$ cat config.mk
export PLATFORM = sky130hd
export DESIGN_NAME = shift_add_multiplier
export DESIGN_NICKNAME = d
export VERILOG_FILES = /design/src/rtl/shift_add_multiplier.sv
export SDC_FILE = /design/constraint.sdc
export NUM_CORES = 1
export LEC_CHECK = 0
export BUFFER_PORTS_ARGS = -buffer_cell sky130_fd_sc_hd__buf_2
export CORE_MARGIN = 2
export CORE_UTILIZATION = 55
export CTS_CLUSTER_DIAMETER = 100
export DETAILED_ROUTE_END_ITERATION = 6
export GPL_TIMING_DRIVEN = 0
export PLACE_DENSITY = 0.79
export SLEW_MARGIN = 5
export SYNTH_ARGS = -nofsm -noshare
export SYNTH_HDL_FRONTEND = slang
export SYNTH_HIERARCHICAL = 1
export SYNTH_SLANG_ARGS = --single-unit
$ cat constraint.sdc
create_clock -name clk -period 4.9 [get_ports clk]
set_input_delay 0.245 -clock clk [delete_from_list [all_inputs] [get_ports clk]]
set_output_delay 0.245 -clock clk [all_outputs]
set_load 0.02 [all_outputs]
$ cat src/rtl/shift_add_multiplier.sv
// Sequential unsigned NxN shift-add multiplier on a single ripple-carry adder; done pulses N edges after start.
// No backpressure: start is honoured only in IDLE/DONE and ignored while busy; product holds until the next completion.

module full_adder (
  input  logic x,
  input  logic y,
  input  logic ci,
  output logic s,
  output logic co
);
  assign s  = x ^ y ^ ci;
  assign co = (x & y) | (ci & (x ^ y));
endmodule

module rca #(
  parameter int N = 8
) (
  input  logic [N-1:0] a,
  input  logic [N-1:0] b,
  input  logic         carry_in,
  output logic [N-1:0] sum,
  output logic         carry_out
);
  logic [N:0] c;

  assign c[0] = carry_in;

  for (genvar i = 0; i < N; i++) begin : g_bit
    full_adder u_fa (
      .x  (a[i]),
      .y  (b[i]),
      .ci (c[i]),
      .s  (sum[i]),
      .co (c[i+1])
    );
  end

  assign carry_out = c[N];
endmodule

module shift_add_multiplier #(
  parameter int N = 8
) (
  input  logic           clk,
  input  logic           rst,
  input  logic           start,
  input  logic [N-1:0]   a,
  input  logic [N-1:0]   b,
  output logic           busy,
  output logic           done,
  output logic [2*N-1:0] product
);
  localparam int CW = $clog2(N) + 1;
  localparam logic [CW-1:0] CNT_LAST = CW'(N - 1);
  localparam logic [CW-1:0] CNT_ONE  = CW'(1);

  typedef enum logic [1:0] {
    IDLE = 2'd0,
    BUSY = 2'd1,
    DONE = 2'd2
  } state_t;

  state_t         state_q, state_d;
  logic [N-1:0]   mcand_q, mcand_d;
  logic [N-1:0]   hi_q, hi_d;
  logic [N-1:0]   lo_q, lo_d;
  logic [CW-1:0]  cnt_q, cnt_d;
  logic [2*N-1:0] product_q, product_d;

  logic [N-1:0]   add_b;
  logic [N-1:0]   add_sum;
  logic           add_co;

  assign add_b = lo_q[0] ? mcand_q : '0;

  rca #(.N(N)) u_rca (
    .a         (hi_q),
    .b         (add_b),
    .carry_in  (1'b0),
    .sum       (add_sum),
    .carry_out (add_co)
  );

  always_comb begin
    state_d   = state_q;
    mcand_d   = mcand_q;
    hi_d      = hi_q;
    lo_d      = lo_q;
    cnt_d     = cnt_q;
    product_d = product_q;

    unique case (state_q)
      IDLE, DONE: begin
        if (start) begin
          mcand_d = a;
          hi_d    = '0;
          lo_d    = b;
          cnt_d   = '0;
          state_d = BUSY;
        end else begin
          state_d = IDLE;
        end
      end
      BUSY: begin
        // carry_out becomes the new MSB so the full N+1-bit partial sum survives the shift
        hi_d  = {add_co, add_sum[N-1:1]};
        lo_d  = {add_sum[0], lo_q[N-1:1]};
        cnt_d = cnt_q + CNT_ONE;
        if (cnt_q == CNT_LAST) begin
          product_d = {hi_d, lo_d};
          state_d   = DONE;
        end
      end
      default: state_d = IDLE;
    endcase
  end

  always_ff @(posedge clk or posedge rst) begin
    if (rst) begin
      state_q   <= IDLE;
      mcand_q   <= '0;
      hi_q      <= '0;
      lo_q      <= '0;
      cnt_q     <= '0;
      product_q <= '0;
    end else begin
      state_q   <= state_d;
      mcand_q   <= mcand_d;
      hi_q      <= hi_d;
      lo_q      <= lo_d;
      cnt_q     <= cnt_d;
      product_q <= product_d;
    end
  end

  assign busy    = (state_q == BUSY);
  assign done    = (state_q == DONE);
  assign product = product_q;
endmodule

==> results.json <==
{
  "route.detailed.wl_per_inst_um": 15.5,
  "antennaDiodeCount": 0,
  "clkPwrFrac_pct": 12.7,
  "hpwlAfterDp_um": 2830,
  "finalPower_w": 0.00168,
  "grt_max_degree": 32,
  "drtAntennaViolNets": 0,
  "syn_area_per_cell_um2": 13.4,
  "synth_largest_type_area_fraction_pct": 55.8,
  "initial_antenna_violation_count": 0,
  "via_per_instance_ratio": 5.32,
  "routed-via-count": 1314,
  "htree_num_levels": 2,
  "nNetsFinal": 227,
  "place_congestion": 0.774,
  "ys_top_cells_by_area": "sky130_fd_sc_hd__dfrtp_1, sky130_fd_sc_hd__fa_1, sky130_fd_sc_hd__a22o_1",
  "worst_slew_margin_rel_pct": 65.2,
  "maximum_capacitance_violations": 0,
  "timing.setup.critical_path_class": "flop to flop",
  "wire_length_of_the_first_global_routing_pass_um": 6460,
  "post_cts_resize_count": 0,
  "synth_area_um2": 2060,
  "worst_setup_path_end_kind": "flop",
  "seq_power_share_pct": 40.6,
  "area_delta_synth_final_pct": 16.9,
  "post_route_wl_um": 3820,
  "fmax_ghz": 0.231,
  "synth_cell_type_count": 23,
  "rsz_0062_raised_after_global_routing": "false",
  "timing.reg2reg.setup_slack_ps": 570,
  "drc": 0,
  "seq_area_frac_synth_pct": 55.8,
  "timing.critical_path.required_ps": 5080,
  "drt-pass1-iter-count": 4,
  "buffer_ports.inserted": 36,
  "multi_input_comb_area_um2": 860,
  "timing_hold_violations_final": 0,
  "seq_area_um2": 1150,
  "final-max-slew-violation-count": 0,
  "holdCritStartpoint": "a[1]",
  "whs_endpoint": "mcand_q[1]",
  "max_slew.worst_pin.slew_ps": 522,
  "worst_ep_arrival_time_ps": 4510,
  "drt_first_iter_violations": 34,
  "clock_tree.root_cell": "sky130_fd_sc_hd__clkbuf_8",
  "synth_warnings": 6,
  "r2r_cells": 10,
  "ctsLongestPathBuffers": 2,
  "startpoint_class_of_the_critical_path": "flop",
  "dieArea_um2": 4250,
  "timing.rr.end": "product[14]",
  "pin_count": 37,
  "cts.sinks": 46,
  "final.setup.tns_ps": 0,
  "share_comb_of_total_power_pct": 46.6,
  "clock_skew_ps": 11.7,
  "min_path_type": "input port to flop",
  "synth.largest_area_cell": "sky130_fd_sc_hd__dfrtp_1",
  "core_region_area_um2": 3630,
  "internal_power_w": 0.00105,
  "power.ir.vdd_worst_mv": 0.315,
  "cp_max_fo": 9,
  "fin_crit_sh_pct": 88.3,
  "via_count_of_the_first_global_routing_pass": 1392,
  "ys_ff_latch": 46,
  "static-leakage-power_nw": 1.24,
  "cts.clk_slew.worst_paths_ps": 80,
  "p_sw_w": 0.000631,
  "holdPathStages": 3,
  "worstSkewPairLatency_ps": 300,
  "post_route_cells_drive_above_1_share_pct": 34.7,
  "tritoncts": "yes",
  "initial_core_util_pct": 56.7,
  "syn-instance-count": 154,
  "status": "completed",
  "fillCellCount": 308,
  "timing.rr.start": "lo_q[0]",
  "die_x_um": 65.2,
  "syn_nets": 182,
  "switching_share_pct": 37.6,
  "layout_min_cycle_time_ps": 4330,
  "powerDensity_nw_per_um2": 696,
  "fp.dieH_um": 65.2,
  "grt_usage_pct": 20.5,
  "numCtsBuffers": 5,
  "placement_rows": 22,
  "globalRoute.totalOverflow": 0,
  "setup-violations-final": 0,
  "cts.repair_timing.setup_buffer_count": 0
}
==> cell usage after synthesis <==
cell type and instances:
sky130_fd_sc_hd__fa_1 8, sky130_fd_sc_hd__buf_6 2, sky130_fd_sc_hd__nor2b_1 2, sky130_fd_sc_hd__clkbuf_1 2
sky130_fd_sc_hd__mux2i_1 2, sky130_fd_sc_hd__and2b_1 1, sky130_fd_sc_hd__buf_2 2, sky130_fd_sc_hd__conb_1 1
sky130_fd_sc_hd__a22o_1 17, sky130_fd_sc_hd__mux2_2 9, sky130_fd_sc_hd__mux2_4 9, sky130_fd_sc_hd__o21ai_0 1
sky130_fd_sc_hd__nand2_1 28, sky130_fd_sc_hd__inv_1 1, sky130_fd_sc_hd__nor3b_4 1, sky130_fd_sc_hd__ha_1 1
sky130_fd_sc_hd__dfrtp_1 46, sky130_fd_sc_hd__buf_1 2, sky130_fd_sc_hd__nand2b_1 1, sky130_fd_sc_hd__and2_1 8
sky130_fd_sc_hd__nor2_2 1, sky130_fd_sc_hd__nand4_1 1, sky130_fd_sc_hd__a21o_1 8
==> cell type report <==
class	instances	share of cell area, %
Clock inverter	2	0.415
Inverter	1	0.156
Tap cell	48	2.49
Sequential cell	46	47.7
Buffer	8	1.97
Multi-Input combinational cell	99	35.7
Clock buffer	5	2.85
Timing Repair Buffer	38	8.72
==> power groups by stage <==
stage               Sequential (W)  Clock, W  Combinational, W
floorplan                 0.000739         0          0.000512
global placement          0.000675         0          0.000746
detailed placement        0.000690         0          0.000789
CTS                       0.000683  0.000220          0.000795
global route              0.000706  0.000235          0.000855
finish                    0.000682  0.000213          0.000783
==> registers in the layout, indices dropped and copies added, names as in the netlist <==
name / cells
cnt_q: 4
hi_q: 8
lo_q: 8
mcand_q: 8
product: 16
state_q: 2
==> how the worst max path moves through the flow <==
stage	start	end	slack [ps]	cells past startpoint
2_1_floorplan	lo_q[0]	product[14]	790	10
3_3_place_gp	lo_q[0]	product[14]	610	10
3_5_place_dp	lo_q[0]	product[14]	570	10
4_1_cts	lo_q[0]	product[14]	570	10
5_1_grt	lo_q[0]	product[14]	460	10
6_report	lo_q[0]	product[14]	570	10
==> cell usage in the layout (no fill, tap or decap), drive strengths merged, types with 2 or more instances in the layout <==
cell type,count
clkbuf,7
fa,8
and2,8
mux2,18
mux2i,2
nand2,28
dfrtp,46
buf,43
a21o,8
nor2b,2
a22o,17
clkinv,2
==> cells by family after synthesis <==
| group | after synthesis | share of synthesized area [%] |
|---|---|---|
| flops | 46 | 55.8 |
| simple gates | 43 | 10.3 |
| compound gates | 26 | 10.4 |
| mux | 20 | 12.4 |
| buf+inv | 9 | 2.49 |
| fa+ha+maj | 9 | 8.37 |
| other cells | 1 | 0.182 |
==> routing by layer <==
layer | routed length, µm | global-route usage [%] | part of all wire [%]
met5 | 0 | 0 | 0
met4 | 50 | 6.51 | 1.3
met3 | 174 | 4.79 | 4.6
met2 | 1980 | 35.3 | 52
met1 | 1620 | 25.7 | 42
==> through the flow <==
stage / setup slack [ps] / area [µm²] / utilization, % / hold slack [ps] / cells
after global routing: 459 / 2410 / 66.4 / 135 / 247
after floorplan: 785 / 2060 / - / 350 / 154
final: 574 / 2410 / 66.4 / 129 / 247
after global placement: 607 / 2300 / 63.4 / 435 / 238
after detailed placement: 567 / 2320 / 63.9 / 238 / 239
after CTS: 568 / 2410 / 66.4 / 126 / 247
==> critical path: stages, from the launching register on <==
cell,delay (ps)
sky130_fd_sc_hd__dfrtp_1,470
sky130_fd_sc_hd__and2_1,220
sky130_fd_sc_hd__fa_1,440
sky130_fd_sc_hd__fa_1,390
sky130_fd_sc_hd__fa_1,380
sky130_fd_sc_hd__fa_1,390
sky130_fd_sc_hd__fa_1,400
sky130_fd_sc_hd__fa_1,400
sky130_fd_sc_hd__fa_1,400
sky130_fd_sc_hd__fa_1,460
sky130_fd_sc_hd__mux2_2,270
==> timing repair <==
action,in CTS,in global routing
hold buffers,1,0
endpoints found under the setup margin,0,0
hold endpoints to repair,15,0
(Power assumes the default switching activity.)
